File: config.mk
export PLATFORM = sky130hd
export DESIGN_NAME = dma_bus_engine_flat
export DESIGN_NICKNAME = d
export VERILOG_FILES = /design/src/rtl/dma_pkg.sv /design/src/rtl/dma_bus_engine_if.sv /design/src/rtl/dma_bus_engine.sv /design/src/flat_wrapper.sv
export SDC_FILE = /design/constraint.sdc
export NUM_CORES = 1
export LEC_CHECK = 0
export ABC_AREA = 1
export CAP_MARGIN = 40
export CORE_MARGIN = 5
export CORE_UTILIZATION = 49
export CTS_CLUSTER_DIAMETER = 40
export CTS_CLUSTER_SIZE = 20
export DETAILED_ROUTE_END_ITERATION = 8
export GPL_ROUTABILITY_DRIVEN = 0
export HOLD_SLACK_MARGIN = 0.06
export PLACE_DENSITY = 0.84
export RECOVER_POWER = 25
export SETUP_SLACK_MARGIN = 0.3
export SLEW_MARGIN = 20
export SYNTH_ARGS = -nofsm -noshare
export SYNTH_HDL_FRONTEND = slang
export SYNTH_SLANG_ARGS = --single-unit
File: constraint.sdc
create_clock -name clock -period 5.6 [get_ports clock]
set_clock_uncertainty 0.1 [all_clocks]
set_input_delay 1.12 -clock clock [delete_from_list [all_inputs] [get_ports clock]]
set_output_delay 1.12 -clock clock [all_outputs]
set_load 0.03 [all_outputs]
File: src/rtl/dma_pkg.sv
// Shared definitions for the DMA custom instruction: widths, FSM states and the
// CPU-side register map.
package dma_pkg;

  localparam int unsigned MemAddrWidth   = 9;
  localparam int unsigned BlockSizeWidth = 10;
  localparam int unsigned BurstSizeWidth = 8;
  localparam int unsigned BusWidth       = 32;

  // Control register bit positions
  localparam int unsigned CtrlStartBit     = 0;
  localparam int unsigned CtrlDirectionBit = 1;

  typedef enum logic [2:0] {
    OpMem        = 3'd0,
    OpBusStart   = 3'd1,
    OpMemStart   = 3'd2,
    OpBlockSize  = 3'd3,
    OpBurstSize  = 3'd4,
    OpControl    = 3'd5
  } opT;

  typedef enum logic [2:0] {
    StIdle,
    StRequest,
    StBegin,
    StReadBeats,
    StWriteFetch,
    StWriteBeats,
    StEndWrite,
    StDone
  } stateT;

endpackage

File: src/rtl/dma_bus_engine_if.sv
// System-bus master/slave signal bundle used by the DMA bus engine.
interface dma_bus_engine_if;
  import dma_pkg::*;

  logic                      requestTransaction;
  logic                      transactionGranted;
  logic                      beginTransactionOut;
  logic [BusWidth-1:0]       addressDataOut;
  logic                      readNotWriteOut;
  logic [BurstSizeWidth-1:0] burstSizeOut;
  logic [3:0]                byteEnablesOut;
  logic                      dataValidOut;
  logic                      endTransactionOut;
  logic [BusWidth-1:0]       addressDataIn;
  logic                      dataValidIn;
  logic                      endTransactionIn;
  logic                      busyIn;
  logic                      busErrorIn;

  modport master (
    output requestTransaction, beginTransactionOut, addressDataOut, readNotWriteOut,
           burstSizeOut, byteEnablesOut, dataValidOut, endTransactionOut,
    input  transactionGranted, addressDataIn, dataValidIn, endTransactionIn, busyIn,
           busErrorIn
  );

  modport slave (
    input  requestTransaction, beginTransactionOut, addressDataOut, readNotWriteOut,
           burstSizeOut, byteEnablesOut, dataValidOut, endTransactionOut,
    output transactionGranted, addressDataIn, dataValidIn, endTransactionIn, busyIn,
           busErrorIn
  );
endinterface

File: src/rtl/dma_bus_engine.sv
// DMA bus-master engine: moves a block between SSRAM port B and the system bus
// in bursts, reporting busy/error status to the CPU-side register file.
module dma_bus_engine
  import dma_pkg::*;
#(
  parameter int unsigned memAddrWidth   = MemAddrWidth,
  parameter int unsigned blockSizeWidth = BlockSizeWidth
) (
  input  logic                      clock,
  input  logic                      reset,
  input  logic [BusWidth-1:0]       cfgBusStartAddress,
  input  logic [memAddrWidth-1:0]   cfgMemStartAddress,
  input  logic [blockSizeWidth-1:0] cfgBlockSize,
  input  logic [BurstSizeWidth-1:0] cfgBurstSize,
  input  logic                      cfgStart,
  input  logic                      cfgDirection,
  output logic                      statusBusy,
  output logic                      statusError,
  output logic [memAddrWidth-1:0]   memAddressB,
  output logic                      memWriteEnableB,
  output logic [BusWidth-1:0]       memDataInB,
  input  logic [BusWidth-1:0]       memDataOutB,
  dma_bus_engine_if.master          bus
);

  localparam int unsigned BeatWidth = BurstSizeWidth + 1;

  stateT                     stateQ, stateD;
  logic [BusWidth-1:0]       busAddrQ, busAddrD;
  logic [memAddrWidth-1:0]   memAddrQ, memAddrD;
  logic [blockSizeWidth-1:0] remainingQ, remainingD;
  logic [BurstSizeWidth-1:0] burstSizeQ, burstSizeD;
  logic                      directionQ, directionD;
  logic [BeatWidth-1:0]      beatsLeftQ, beatsLeftD;
  logic [BusWidth-1:0]       holdQ, holdD;
  logic                      holdValidQ, holdValidD;
  logic                      errorQ, errorD;

  logic [BeatWidth-1:0] burstBeats;
  logic [BeatWidth-1:0] beatCount;

  // Beats in the next burst: the programmed burst, clipped by what is left
  always_comb begin
    burstBeats = {1'b0, burstSizeQ} + BeatWidth'(1);
    if (remainingQ < blockSizeWidth'(burstBeats)) begin
      beatCount = BeatWidth'(remainingQ);
    end else begin
      beatCount = burstBeats;
    end
  end

  always_ff @(posedge clock) begin
    if (reset) begin
      stateQ     <= StIdle;
      busAddrQ   <= '0;
      memAddrQ   <= '0;
      remainingQ <= '0;
      burstSizeQ <= '0;
      directionQ <= 1'b0;
      beatsLeftQ <= '0;
      holdQ      <= '0;
      holdValidQ <= 1'b0;
      errorQ     <= 1'b0;
    end else begin
      stateQ     <= stateD;
      busAddrQ   <= busAddrD;
      memAddrQ   <= memAddrD;
      remainingQ <= remainingD;
      burstSizeQ <= burstSizeD;
      directionQ <= directionD;
      beatsLeftQ <= beatsLeftD;
      holdQ      <= holdD;
      holdValidQ <= holdValidD;
      errorQ     <= errorD;
    end
  end

  always_comb begin
    stateD     = stateQ;
    busAddrD   = busAddrQ;
    memAddrD   = memAddrQ;
    remainingD = remainingQ;
    burstSizeD = burstSizeQ;
    directionD = directionQ;
    beatsLeftD = beatsLeftQ;
    holdD      = holdQ;
    holdValidD = holdValidQ;
    errorD     = errorQ;

    memAddressB             = '0;
    memWriteEnableB         = 1'b0;
    memDataInB              = '0;
    bus.requestTransaction  = 1'b0;
    bus.beginTransactionOut = 1'b0;
    bus.addressDataOut      = '0;
    bus.readNotWriteOut     = 1'b0;
    bus.burstSizeOut        = '0;
    bus.byteEnablesOut      = 4'h0;
    bus.dataValidOut        = 1'b0;
    bus.endTransactionOut   = 1'b0;

    unique case (stateQ)
      StIdle: begin
        if (cfgStart) begin
          busAddrD   = cfgBusStartAddress & 32'hFFFF_FFFC;
          memAddrD   = cfgMemStartAddress;
          remainingD = cfgBlockSize;
          burstSizeD = cfgBurstSize;
          directionD = cfgDirection;
          errorD     = 1'b0;
          stateD     = (cfgBlockSize != '0) ? StRequest : StDone;
        end
      end
      StRequest: begin
        bus.requestTransaction = 1'b1;
        if (bus.transactionGranted) stateD = StBegin;
      end
      StBegin: begin
        if (bus.busErrorIn) begin
          errorD = 1'b1;
          stateD = StDone;
        end else begin
          bus.beginTransactionOut = 1'b1;
          bus.addressDataOut      = busAddrQ;
          bus.readNotWriteOut     = ~directionQ;
          bus.burstSizeOut        = BurstSizeWidth'(beatCount - BeatWidth'(1));
          bus.byteEnablesOut      = 4'hF;
          beatsLeftD              = beatCount;
          holdValidD              = 1'b0;
          stateD                  = directionQ ? StWriteFetch : StReadBeats;
        end
      end
      StReadBeats: begin
        if (bus.busErrorIn) begin
          errorD = 1'b1;
          stateD = StDone;
        end else begin
          if (bus.dataValidIn) begin
            memWriteEnableB = 1'b1;
            memAddressB     = memAddrQ;
            memDataInB      = bus.addressDataIn;
            memAddrD        = memAddrQ + memAddrWidth'(1);
            busAddrD        = busAddrQ + 32'd4;
            remainingD      = remainingQ - blockSizeWidth'(1);
          end
          if (bus.endTransactionIn) stateD = (remainingD != '0) ? StRequest : StDone;
        end
      end
      StWriteFetch: begin
        if (bus.busErrorIn) begin
          errorD = 1'b1;
          stateD = StDone;
        end else begin
          memAddressB = memAddrQ;
          stateD      = StWriteBeats;
        end
      end
      StWriteBeats: begin
        if (bus.busErrorIn) begin
          errorD = 1'b1;
          stateD = StDone;
        end else if (!holdValidQ) begin
          holdD      = memDataOutB;
          holdValidD = 1'b1;
        end else begin
          bus.dataValidOut   = 1'b1;
          bus.addressDataOut = holdQ;
          if (!bus.busyIn) begin
            memAddrD   = memAddrQ + memAddrWidth'(1);
            busAddrD   = busAddrQ + 32'd4;
            remainingD = remainingQ - blockSizeWidth'(1);
            beatsLeftD = beatsLeftQ - BeatWidth'(1);
            holdValidD = 1'b0;
            if (beatsLeftQ == BeatWidth'(1)) begin
              stateD = StEndWrite;
            end else begin
              // Prefetch the next word so the gap between beats is one cycle
              memAddressB = memAddrQ + memAddrWidth'(1);
            end
          end
        end
      end
      StEndWrite: begin
        if (bus.busErrorIn) begin
          errorD = 1'b1;
          stateD = StDone;
        end else begin
          bus.endTransactionOut = 1'b1;
          stateD                = (remainingQ != '0) ? StRequest : StDone;
        end
      end
      StDone: stateD = StIdle;
      default: stateD = StIdle;
    endcase
  end

  assign statusBusy  = (stateQ != StIdle);
  assign statusError = errorQ;

endmodule
File: src/flat_wrapper.sv
// flat-port wrapper written by rule: the top's interface ports become plain ports
module dma_bus_engine_flat import dma_pkg::*;
#(
  parameter int unsigned memAddrWidth   = MemAddrWidth,
  parameter int unsigned blockSizeWidth = BlockSizeWidth
)
  (clock, reset, cfgBusStartAddress, cfgMemStartAddress, cfgBlockSize, cfgBurstSize, cfgStart, cfgDirection, statusBusy, statusError, memAddressB, memWriteEnableB, memDataInB, memDataOutB, bus_requestTransaction, bus_beginTransactionOut, bus_addressDataOut, bus_readNotWriteOut, bus_burstSizeOut, bus_byteEnablesOut, bus_dataValidOut, bus_endTransactionOut, bus_transactionGranted, bus_addressDataIn, bus_dataValidIn, bus_endTransactionIn, bus_busyIn, bus_busErrorIn);
  dma_bus_engine_if bus_i ();
  input  logic clock;
  input  logic reset;
  input  logic [BusWidth-1:0] cfgBusStartAddress;
  input  logic [memAddrWidth-1:0] cfgMemStartAddress;
  input  logic [blockSizeWidth-1:0] cfgBlockSize;
  input  logic [BurstSizeWidth-1:0] cfgBurstSize;
  input  logic cfgStart;
  input  logic cfgDirection;
  output logic statusBusy;
  output logic statusError;
  output logic [memAddrWidth-1:0] memAddressB;
  output logic memWriteEnableB;
  output logic [BusWidth-1:0] memDataInB;
  input  logic [BusWidth-1:0] memDataOutB;
  output wire logic [$bits(bus_i.requestTransaction)-1:0] bus_requestTransaction;
  output wire logic [$bits(bus_i.beginTransactionOut)-1:0] bus_beginTransactionOut;
  output wire logic [$bits(bus_i.addressDataOut)-1:0] bus_addressDataOut;
  output wire logic [$bits(bus_i.readNotWriteOut)-1:0] bus_readNotWriteOut;
  output wire logic [$bits(bus_i.burstSizeOut)-1:0] bus_burstSizeOut;
  output wire logic [$bits(bus_i.byteEnablesOut)-1:0] bus_byteEnablesOut;
  output wire logic [$bits(bus_i.dataValidOut)-1:0] bus_dataValidOut;
  output wire logic [$bits(bus_i.endTransactionOut)-1:0] bus_endTransactionOut;
  input wire logic [$bits(bus_i.transactionGranted)-1:0] bus_transactionGranted;
  input wire logic [$bits(bus_i.addressDataIn)-1:0] bus_addressDataIn;
  input wire logic [$bits(bus_i.dataValidIn)-1:0] bus_dataValidIn;
  input wire logic [$bits(bus_i.endTransactionIn)-1:0] bus_endTransactionIn;
  input wire logic [$bits(bus_i.busyIn)-1:0] bus_busyIn;
  input wire logic [$bits(bus_i.busErrorIn)-1:0] bus_busErrorIn;
  assign bus_requestTransaction = bus_i.requestTransaction;
  assign bus_beginTransactionOut = bus_i.beginTransactionOut;
  assign bus_addressDataOut = bus_i.addressDataOut;
  assign bus_readNotWriteOut = bus_i.readNotWriteOut;
  assign bus_burstSizeOut = bus_i.burstSizeOut;
  assign bus_byteEnablesOut = bus_i.byteEnablesOut;
  assign bus_dataValidOut = bus_i.dataValidOut;
  assign bus_endTransactionOut = bus_i.endTransactionOut;
  assign bus_i.transactionGranted = bus_transactionGranted;
  assign bus_i.addressDataIn = bus_addressDataIn;
  assign bus_i.dataValidIn = bus_dataValidIn;
  assign bus_i.endTransactionIn = bus_endTransactionIn;
  assign bus_i.busyIn = bus_busyIn;
  assign bus_i.busErrorIn = bus_busErrorIn;
  dma_bus_engine #(.memAddrWidth(memAddrWidth), .blockSizeWidth(blockSizeWidth)) u_core (.clock(clock), .reset(reset), .cfgBusStartAddress(cfgBusStartAddress), .cfgMemStartAddress(cfgMemStartAddress), .cfgBlockSize(cfgBlockSize), .cfgBurstSize(cfgBurstSize), .cfgStart(cfgStart), .cfgDirection(cfgDirection), .statusBusy(statusBusy), .statusError(statusError), .memAddressB(memAddressB), .memWriteEnableB(memWriteEnableB), .memDataInB(memDataInB), .memDataOutB(memDataOutB), .bus(bus_i));
endmodule
### Word level (Yosys, flattened, before mapping)

Cells that the tools add are included.

| operators by class | value |
|---|---|
| bitwise operators | 3 |
| add/sub/neg operators | 6 |
| $lt $le $gt $ge | 1 |
| multiplexer cells | 84 |
| shifts and indexed selects | 0 |
| eq/ne operators | 21 |
| multipliers | 0 |
| divide/modulo/power cells | 0 |
| reductions and logical operators | 17 |

Operator list:

| cell | count |
|---|---|
| $mux 32 | 12 |
| $mux 9 | 18 |
| $pmux 32 s3 | 1 |
| $mux 10 | 8 |
| $pmux 32 s2 | 1 |
| $pmux 9 s3 | 2 |
| $mux 3 | 14 |
| $add 32x3->32 const B | 1 |
| $pmux 10 s3 | 1 |
| $reduce_bool 10->1 | 3 |
| $pmux 3 s8 | 1 |
| $mux 1 | 18 |
| $pmux 9 s2 | 1 |
| $mux 8 | 2 |
| $ne 2x2->1 const B | 7 |
| $eq 3x3->1 const B | 4 |
| $reduce_and 6->1 | 2 |
| $lt 10x9->1 | 1 |
| $sub 10x1->10 const B | 1 |
| $add 8x1->9 const B | 1 |
| $add 9x1->9 const B | 1 |
| $eq 9x1->1 const B | 1 |
| $reduce_and 3->1 | 3 |
| $sub 9x1->9 const B | 1 |
| 17 further kinds | 27 |

| storage, ports and cells | value |
|---|---|
| output and inout port bits | 93 |
| flip-flop bits (word level) | 106 |
| RAM bits | 0 |
| input bits | 132 |
| memories kept | 0 |
| memory bits (read-only) | 0 |
| latch bits | 0 |

### Depth between registers and ports, before layout

Gate-level depths: netlist of run 1.

| logic depth | value |
|---|---|
| word-level depth | 9 |
| mapped depth | 25 |

### Least setup slack after synthesis of run 1

Ideal clock, no wire load.

| path | value |
|---|---|
| path type | input to output |
| start | input port bus_dataValidIn |
| end | output port memAddressB[2] |
| cell stages on the path | 8 |
| required time | 4.380 ns |
| path buffers | 2 |
| arrival time | 3.254 ns |
| path slack | 1.126 ns |
| path through | buf_2 inv_1 clkbuf_1 nor3_2 inv_1 o21ai_0 inv_1 o21ai_0 |

| on the way | value |
|---|---|
| cells in the longest elaborated chain, start to end | 3 |

Ends and longest elaborated chain:

| what | RTL line | text |
|---|---|---|
| start: declaration | flat_wrapper.sv:33 | `input wire logic [$bits(bus_i.dataValidIn)-1:0] bus_dataValidIn;` |
| $mux 9 | dma_bus_engine.sv:138 | `if (bus.dataValidIn) begin` |
| $mux 9 | dma_bus_engine.sv:134 | `if (bus.busErrorIn) begin` |
| $pmux 9 s3 | dma_bus_engine.sv:102 | `unique case (stateQ)` |
| end: declaration | flat_wrapper.sv:19 | `output logic [memAddrWidth-1:0] memAddressB;` |

No other way between the ends.

### Worst setup path in the final report of run 1

| path | value |
|---|---|
| start | register u_core.burstSizeQ[0] |
| end | output port bus_burstSizeOut[7] |

| on the way | value |
|---|---|
| cells in the longest elaborated chain, start to end | 6 |

Ends and longest elaborated chain:

| what | RTL line | text |
|---|---|---|
| start: declaration | dma_bus_engine.sv:32 | `logic [BurstSizeWidth-1:0] burstSizeQ, burstSizeD;` |
| start signal: assignment | dma_bus_engine.sv:69 | `burstSizeQ <= burstSizeD;` |
| $add 8x1->9 (*) | dma_bus_engine.sv:44 | `burstBeats = {1'b0, burstSizeQ} + BeatWidth'(1);` |
| $lt 10x9->1 | dma_bus_engine.sv:45 | `if (remainingQ < blockSizeWidth'(burstBeats)) begin` |
| $mux 9 (*) | dma_bus_engine.sv:45 |  |
| $sub 8x1->8 (*) | dma_bus_engine.sv:126 | `bus.burstSizeOut = BurstSizeWidth'(beatCount - BeatWidth'(1));` |
| $mux 8 (*) | dma_bus_engine.sv:119 | `if (bus.busErrorIn) begin` |
| $mux 8 (*) | dma_bus_engine.sv:102 |  |
| end: declaration | flat_wrapper.sv:27 | `output wire logic [$bits(bus_i.burstSizeOut)-1:0] bus_burstSizeOut;` |

Mark *: on every way between the ends. The rest lies on a longest branch, timed or not.

==> reports/results.ini, run 1 <==
[status]
status = finished with violations
violations = capacitance limit, slew limit

[logic_synthesis]
ys_types = 48
synth_top_area_cell = dfxtp_1
synth_top_area_share_pct = 29.7
syn_nets = 1274
ys_seq_area_share_pct = 29.7
synth_area_um2 = 7010
ys.flop_type = dfxtp_1
synthCells = 1128
synth-edff-count = 0
synth-seq-cells = 104
synth_warnings = 0
synthArstFlopShare_pct = 0
synth.area.top_cells = dfxtp_1 30%, nand2_1 11%, nor2_1 9.9%
avgSynthCellArea_um2 = 6.21

[floorplanning]
io_pins = 225
dieArea_um2 = 16800
coreArea_um2 = 13900
rows = 43
die_y_um = 130
fp.dieW_um = 130
start_util_pct = 50.3

[global_route]
grt-ovfl-total = 0
grt_max_degree = 49
antenna_found_initial = 0
grt_usage_pct = 25.5
grt_pass1_wl_mm = 34.9
grt_pass1_vias = 7536

[detailed_routing]
vias = 8015
post_drt_wl_per_cell_um = 14.8
first_iter_violations = 591
drt-pass1-iter-count = 5
wl_mm = 22.3
ant_nets = 0
via_per_inst = 5.34
drc = 0

[critical_path]
worst-setup-path-type = reg -> out
path_delay_family = simple AND/OR/NAND/NOR gates
r2r_end = u_core.busAddrQ[18]
timing.critical_path.buf_inv = 3
cpMostUsedCell = nand2_1
rrSetupSlack_ps = 2480
endpoint_kind = primary output
critPathRequiredTime_ps = 4380
cp.arrival_ps = 3620
slowest_stage = clkdlybuf4s50_1
timing.rr.start = u_core.stateQ[1]
startpoint_type = flip-flop
critPathMaxFanout = 14
crit_path_max_incr_delay_ps = 670
worst_r2r_path_depth = 11
crit_chain = ha_1 > nand2_1 > inv_2 > nand3_1 > nor2_1 > nand2_1 > ha_1 > nand2_1 > nand2_1 > inv_1 > nand2_4 > o21ai_1 > nor2_2 > nand3_1 > nand2_1 > nor2_1 > clkdlybuf4s50_1

[final_layout]
regArea_um2 = 2080
n_antenna_cell = 0
fillers = 1300
multi_input_area_um2 = 4100
nets = 1463
layout-drive-gt1-share_pct = 7.72
layout_commonest_cell = nand2_1
area_growth_pct = 36.2
final_cells = 1502
final_cell_mix = 202 x nand2_1, 184 x nor2_1, 179 x clkdlybuf4s50_1

[pwr]
switching_share_pct = 48.6
internal_power_uw = 2160
p_leak_uw = 0.00410
p_seq_share_pct = 28.0
power_switching_uw = 2040
clkPwrFrac_pct = 16.9
power.density_nw_per_um2 = 440
ir_drop_mv = 0.241
combPwrFrac_pct = 55.1

[placed_design]
place_hpwl_mm = 16.4
port_buffers = 222
dp.cells = 1485

[run]
drv_cap = 1

[timing]
final_max_slew_viol_count = 49
setup_tns_ps = 0
fin_crit_sh_pct = 86.5
worst_slew_pin_slew_ps = 2450
fin_hold_ws_ps = 376
grt_setup_unrepaired = no
min_period_ps = 4840
hold_viol = 0
setup_viol = 0
fmax_mhz = 207
slew_headroom_pct = -63.5

[worst_hold_path]
hold_start = u_core.holdQ[0]
hold_path_depth = 2
min_path_type = reg -> reg
hold_end = u_core.holdQ[0]

[clocking]
cts_inserted_buffers = 9
h-tree-depth = 3
clock_sinks = 104
cts-root-buf = clkbuf_16
cts.path.max_buffers = 2
clock_latency_ps = 360
clk_pin_slew_ps = 70
cts_tree = built

-- layer usage --
metal / track usage, % / wire length (µm) / vias up / share of wire (%)
li1: - / - / 4072 / -
met1: 29.9 / 9040 / 3586 / 41
met2: 45.0 / 10800 / 319 / 49
met3: 6.55 / 2000 / 38 / 8.9
met4: 8.74 / 445 / 0 / 2.0
met5: 0 / 0 / - / 0
-- area by class of cell --
class	instances	area share (%)
multi-input cells	816	43.0
repair buffers	237	23.6
flip-flops and latches	104	21.8
inverters	149	5.86
clock buffers	9	2.36
well taps	180	2.36
clock inverters	7	1.06
-- worst reg2reg max path: stages, from the launching register on --
cell and delay [ps]:
dfxtp_1 360, inv_2 80, nand2_1 120, nor2_4 410, nor2_4 70, o21ai_2 130
nand3_2 260, a21oi_4 200, buf_4 410, inv_2 390, a21oi_1 250, a221oi_1 100
-- worst max-delay path by stage --
stage / from / to / cells after the start
3_5_place_dp: u_core.burstSizeQ[0] / bus_burstSizeOut[6] / 19
6_report: u_core.burstSizeQ[0] / bus_burstSizeOut[7] / 17
4_1_cts: u_core.burstSizeQ[0] / bus_burstSizeOut[6] / 19
2_1_floorplan: bus_dataValidIn / memAddressB[2] / 8
5_1_grt: u_core.burstSizeQ[0] / bus_burstSizeOut[5] / 16
3_3_place_gp: bus_dataValidIn / memAddressB[2] / 8
-- synth_stat cells (12+ instances only) --
cell type and count:
o21ai_0 120, nor2_1 185, xor2_1 28, o211ai_1 14, ha_1 14, nand2_1 202, nand3_1 58, clkbuf_1 35
inv_1 139, nor3_1 16, a21oi_1 78, buf_2 12, a31oi_1 14, dfxtp_1 104
-- metrics by stage --
stage	util [%]	total power (µW)	worst slack, ps	cell area, µm²
finish	68.5	4200	757	9540
global placement	66.0	3400	947	9190
global route	68.5	4540	530	9540
CTS	68.3	4180	521	9520
detailed placement	66.0	3450	909	9190
floorplan	-	2880	1130	7010
-- sequential cells by signal (all words and copies together), names as in the netlist --
name                count
u_core.holdQ           32
u_core.busAddrQ        30
u_core.remainingQ      10
u_core.beatsLeftQ       9
u_core.memAddrQ         9
u_core.burstSizeQ       8
u_core.stateQ           3
u_core.directionQ       1
u_core.holdValidQ       1
u_core.statusError      1
-- power by group through the flow --
stage,registers [µW],logic [µW],clock network (µW)
final,1170,2310,710
after global routing,1200,2600,743
after CTS,1160,2290,720
after detailed placement,1180,2280,0
after global placement,1170,2230,0
after floorplan,1120,1760,0
-- logic make-up after synthesis --
kind of cell	after synthesis	share of synthesized area, %
flops	104	29.7
compound gates	278	22.8
buf+inv	208	11.9
xor+xnor	29	3.63
fa+ha+maj	14	2.50
simple gates	495	29.5
-- timing repair --
| item | CTS | global route |
|---|---|---|
| setup endpoints to repair | 0 | 1 |
| hold buffers | 0 | 0 |
| setup buffers | 0 | 0 |
| resized for setup | 0 | 1 |
Power figures use the tool's default switching activity.
==> run 2, diff against run 1 <==
--- a/config.mk
+++ b/config.mk
@@ -7,7 +7,7 @@
 export LEC_CHECK = 0
 export ABC_AREA = 1
 export CAP_MARGIN = 40
-export CORE_MARGIN = 5
+export CORE_MARGIN = 2
 export CORE_UTILIZATION = 49
 export CTS_CLUSTER_DIAMETER = 40
 export CTS_CLUSTER_SIZE = 20
==> run 2 against run 1 <==
Against the previous run:
- the run now ends clean
- hold slack got worse by 10 ps
- combinational power about the same
- register-to-register slack got worse by 1100 ps
- count of clock-buffer cells in the layout increased by 1
- critical path depth decreased by 8
- sequential share of layout area increased by 0.10 points
- wire length decreased by 3.3%
- flip-flop and latch count unchanged
- utilization decreased by 0.31 points
- critical endpoint is now bus_addressDataOut[1]
==> reports/results.ini, run 2 (same netlist as run 1, synthesis figures left out) <==
[final_layout]
regArea_um2 = 2080  ; unchanged
area_growth_pct = 35.6  ; was 36.2%
nets = 1464  ; was 1463
fillers = 1232  ; was 1300
n_antenna_cell = 0  ; unchanged
final_cell_mix = 202 x nand2_1, 184 x nor2_1, 180 x clkdlybuf4s50_1  ; was 202 x nand2_1, 184 x nor2_1, 179 x clkdlybuf4s50_1
multi_input_area_um2 = 4090  ; was 4100 µm²
regMostFlops = u_core.holdQ  ; unchanged
top_regs = u_core.holdQ x32, u_core.busAddrQ x30, u_core.remainingQ x10  ; unchanged
layout-drive-gt1-share_pct = 7.33  ; was 7.72%
largest_register_ffs = 32  ; unchanged
layout_commonest_cell = nand2_1  ; unchanged

[timing]
setup_tns_ps = 0  ; unchanged
final_max_slew_viol_count = 0  ; was 49
min_period_ps = 5010  ; was 4840 ps
setup_viol = 0  ; unchanged
fmax_mhz = 199  ; was 207 MHz
worst_slew_pin_slew_ps = 1270  ; was 2450 ps
slew_headroom_pct = 15.1  ; was -63.5%
fin_crit_sh_pct = 89.6  ; was 86.5%
layout_setup_ws_ps = 585  ; was 757 ps
fin_hold_ws_ps = 365  ; was 376 ps
grt_setup_unrepaired = no  ; unchanged
hold_viol = 0  ; unchanged

[clocking]
clock_sinks = 104  ; unchanged
ctsHoldBuffers = 0  ; unchanged
cts_tree = built  ; unchanged
cts.path.max_buffers = 2  ; unchanged
cts-root-buf = clkbuf_16  ; unchanged
clock_latency_ps = 370  ; was 360 ps
h-tree-depth = 3  ; unchanged
cts_inserted_buffers = 9  ; unchanged
clk_pin_slew_ps = 70  ; about the same

[pwr]
switching_share_pct = 49.6  ; was 48.6%
combPwrFrac_pct = 56.1  ; was 55.1%
p_seq_share_pct = 28.6  ; was 28.0%
internal_power_uw = 2070  ; was 2160 µW
power.density_nw_per_um2 = 432  ; was 440 nW/µm²
clkPwrFrac_pct = 15.4  ; was 16.9%
ir_drop_mv = 0.266  ; was 0.241 mV
p_leak_uw = 0.00405  ; was 0.00410 µW
power_switching_uw = 2030  ; was 2040 µW

[critical_path]
crit_chain = dlygate4sd3_1 > clkbuf_1 > nor2_1 > clkinv_1 > nor2_2 > buf_4 > inv_1 > nor2_1 > clkdlybuf4s50_1  ; was ha_1 > nand2_1 > inv_2 > nand3_1 > nor2_1 > nand2_1 > ha_1 > nand2_1 > nand2_1 > inv_1 > nand2_4 > o21ai_1 > nor2_2 > nand3_1 > nand2_1 > nor2_1 > clkdlybuf4s50_1
worst-setup-path-type = in -> out  ; was reg -> out
cpMostUsedCell = nor2_1  ; was nand2_1
endpoint_kind = primary output  ; unchanged
startpoint_type = input pin  ; was flip-flop
critPathRequiredTime_ps = 4380  ; about the same
critPathMaxFanout = 11  ; was 14
slowest_stage = clkdlybuf4s50_1  ; unchanged
cp.arrival_ps = 3790  ; was 3620 ps
crit_path_max_incr_delay_ps = 680  ; was 670 ps

[floorplanning]
start_util_pct = 50.3  ; unchanged
coreArea_um2 = 13900  ; unchanged
die_y_um = 124  ; was 130 µm
rows = 43  ; unchanged
io_pins = 225  ; unchanged
fp.dieW_um = 124  ; was 130 µm
dieArea_um2 = 15300  ; was 16800 µm²

[detailed_routing]
via_per_inst = 5.35  ; was 5.34
drc = 0  ; unchanged
post_drt_wl_per_cell_um = 14.3  ; was 14.8 µm
wl_mm = 21.6  ; was 22.3 mm
drt-pass1-iter-count = 5  ; unchanged
first_iter_violations = 619  ; was 591
ant_nets = 0  ; unchanged
vias = 8045  ; was 8015

[status]
status = finished clean  ; was finished with violations

[placed_design]
dp_slack_ps = 907  ; was 909 ps
place_hpwl_mm = 15.9  ; was 16.4 mm
port_buffers = 222  ; unchanged

[global_route]
grt-ovfl-total = 0  ; unchanged
grt_max_degree = 58  ; was 49
grt_pass1_vias = 7428  ; was 7536
grt_usage_pct = 28.0  ; was 25.5%
grt_pass1_wl_mm = 34.3  ; was 34.9 mm
antenna_found_initial = 0  ; unchanged

[run]
drv_cap = 0  ; was 1

[worst_hold_path]
min_path_type = reg -> reg  ; unchanged

run 2: cell types whose count changed in the layout (fill, tap and decap cells not counted), sizes merged:
cell           previous run  this run
clkbuf                   11        12
dlymetal6s2s              1         0
clkinv                    3         5
clkdlybuf4s50           179       180
buf                      52        53
bufinv                    2         0
inv                     151       150
run 2: cell type report:
class | instances | area share (%)
clock buffers | 10 | 2.41
clock inverters | 6 | 0.659
inverters | 149 | 5.89
multi-input cells | 816 | 43.1
flip-flops and latches | 104 | 21.9
well taps | 180 | 2.37
repair buffers | 238 | 23.7
run 2: what timing repair did:
item,in CTS,in global routing
setup buffers,0,0
gates resized for setup,0,1
setup endpoints to repair,0,1
hold endpoints to repair,0,0
run 2: path summary, 6_finish.rpt:
kind	startpoint	to	slack [ps]	depth (start not counted)
min	u_core.holdQ[0]	u_core.holdQ[0]	370	2
min reg2reg	u_core.holdQ[0]	u_core.holdQ[0]	370	2
max reg2reg	u_core.stateQ[1]	u_core.holdQ[1]	1340	11
max	bus_busErrorIn	bus_addressDataOut[1]	590	9
run 2: stage by stage:
step                      utilization (%)  std cells  total power, µW  instance area [µm²]
after floorplan                         -       1128             2880                 7010
after global placement               66.0       1485             3390                 9190
after detailed placement             66.1       1486             3450                 9210
after CTS                            68.2       1502             4090                 9500
after global routing                 68.2       1503             4470                 9500
final                                68.2       1503             4100                 9500
run 2: power groups by stage:
| stage | clock network [µW] | logic (µW) | registers, µW |
|---|---|---|---|
| 4_1_cts | 635 | 2290 | 1160 |
| 2_1_floorplan | 0 | 1760 | 1120 |
| 3_5_place_dp | 0 | 2280 | 1180 |
| 5_1_grt | 664 | 2600 | 1200 |
| 3_3_place_gp | 0 | 2220 | 1170 |
| 6_report | 632 | 2300 | 1170 |
run 2: layer usage:
layer / track usage (%) / part of all wire [%]
met3: 5.86 / 7.6
met2: 48.5 / 47
met1: 34.3 / 42
met4: 9.66 / 2.7
met5: 0 / 0
run 2: critical path: cells and delay by family:
| family | cells | cell delay [ps] |
|---|---|---|
| buffers and inverters | 6 | 1930 |
| and+or+nand+nor | 3 | 730 |
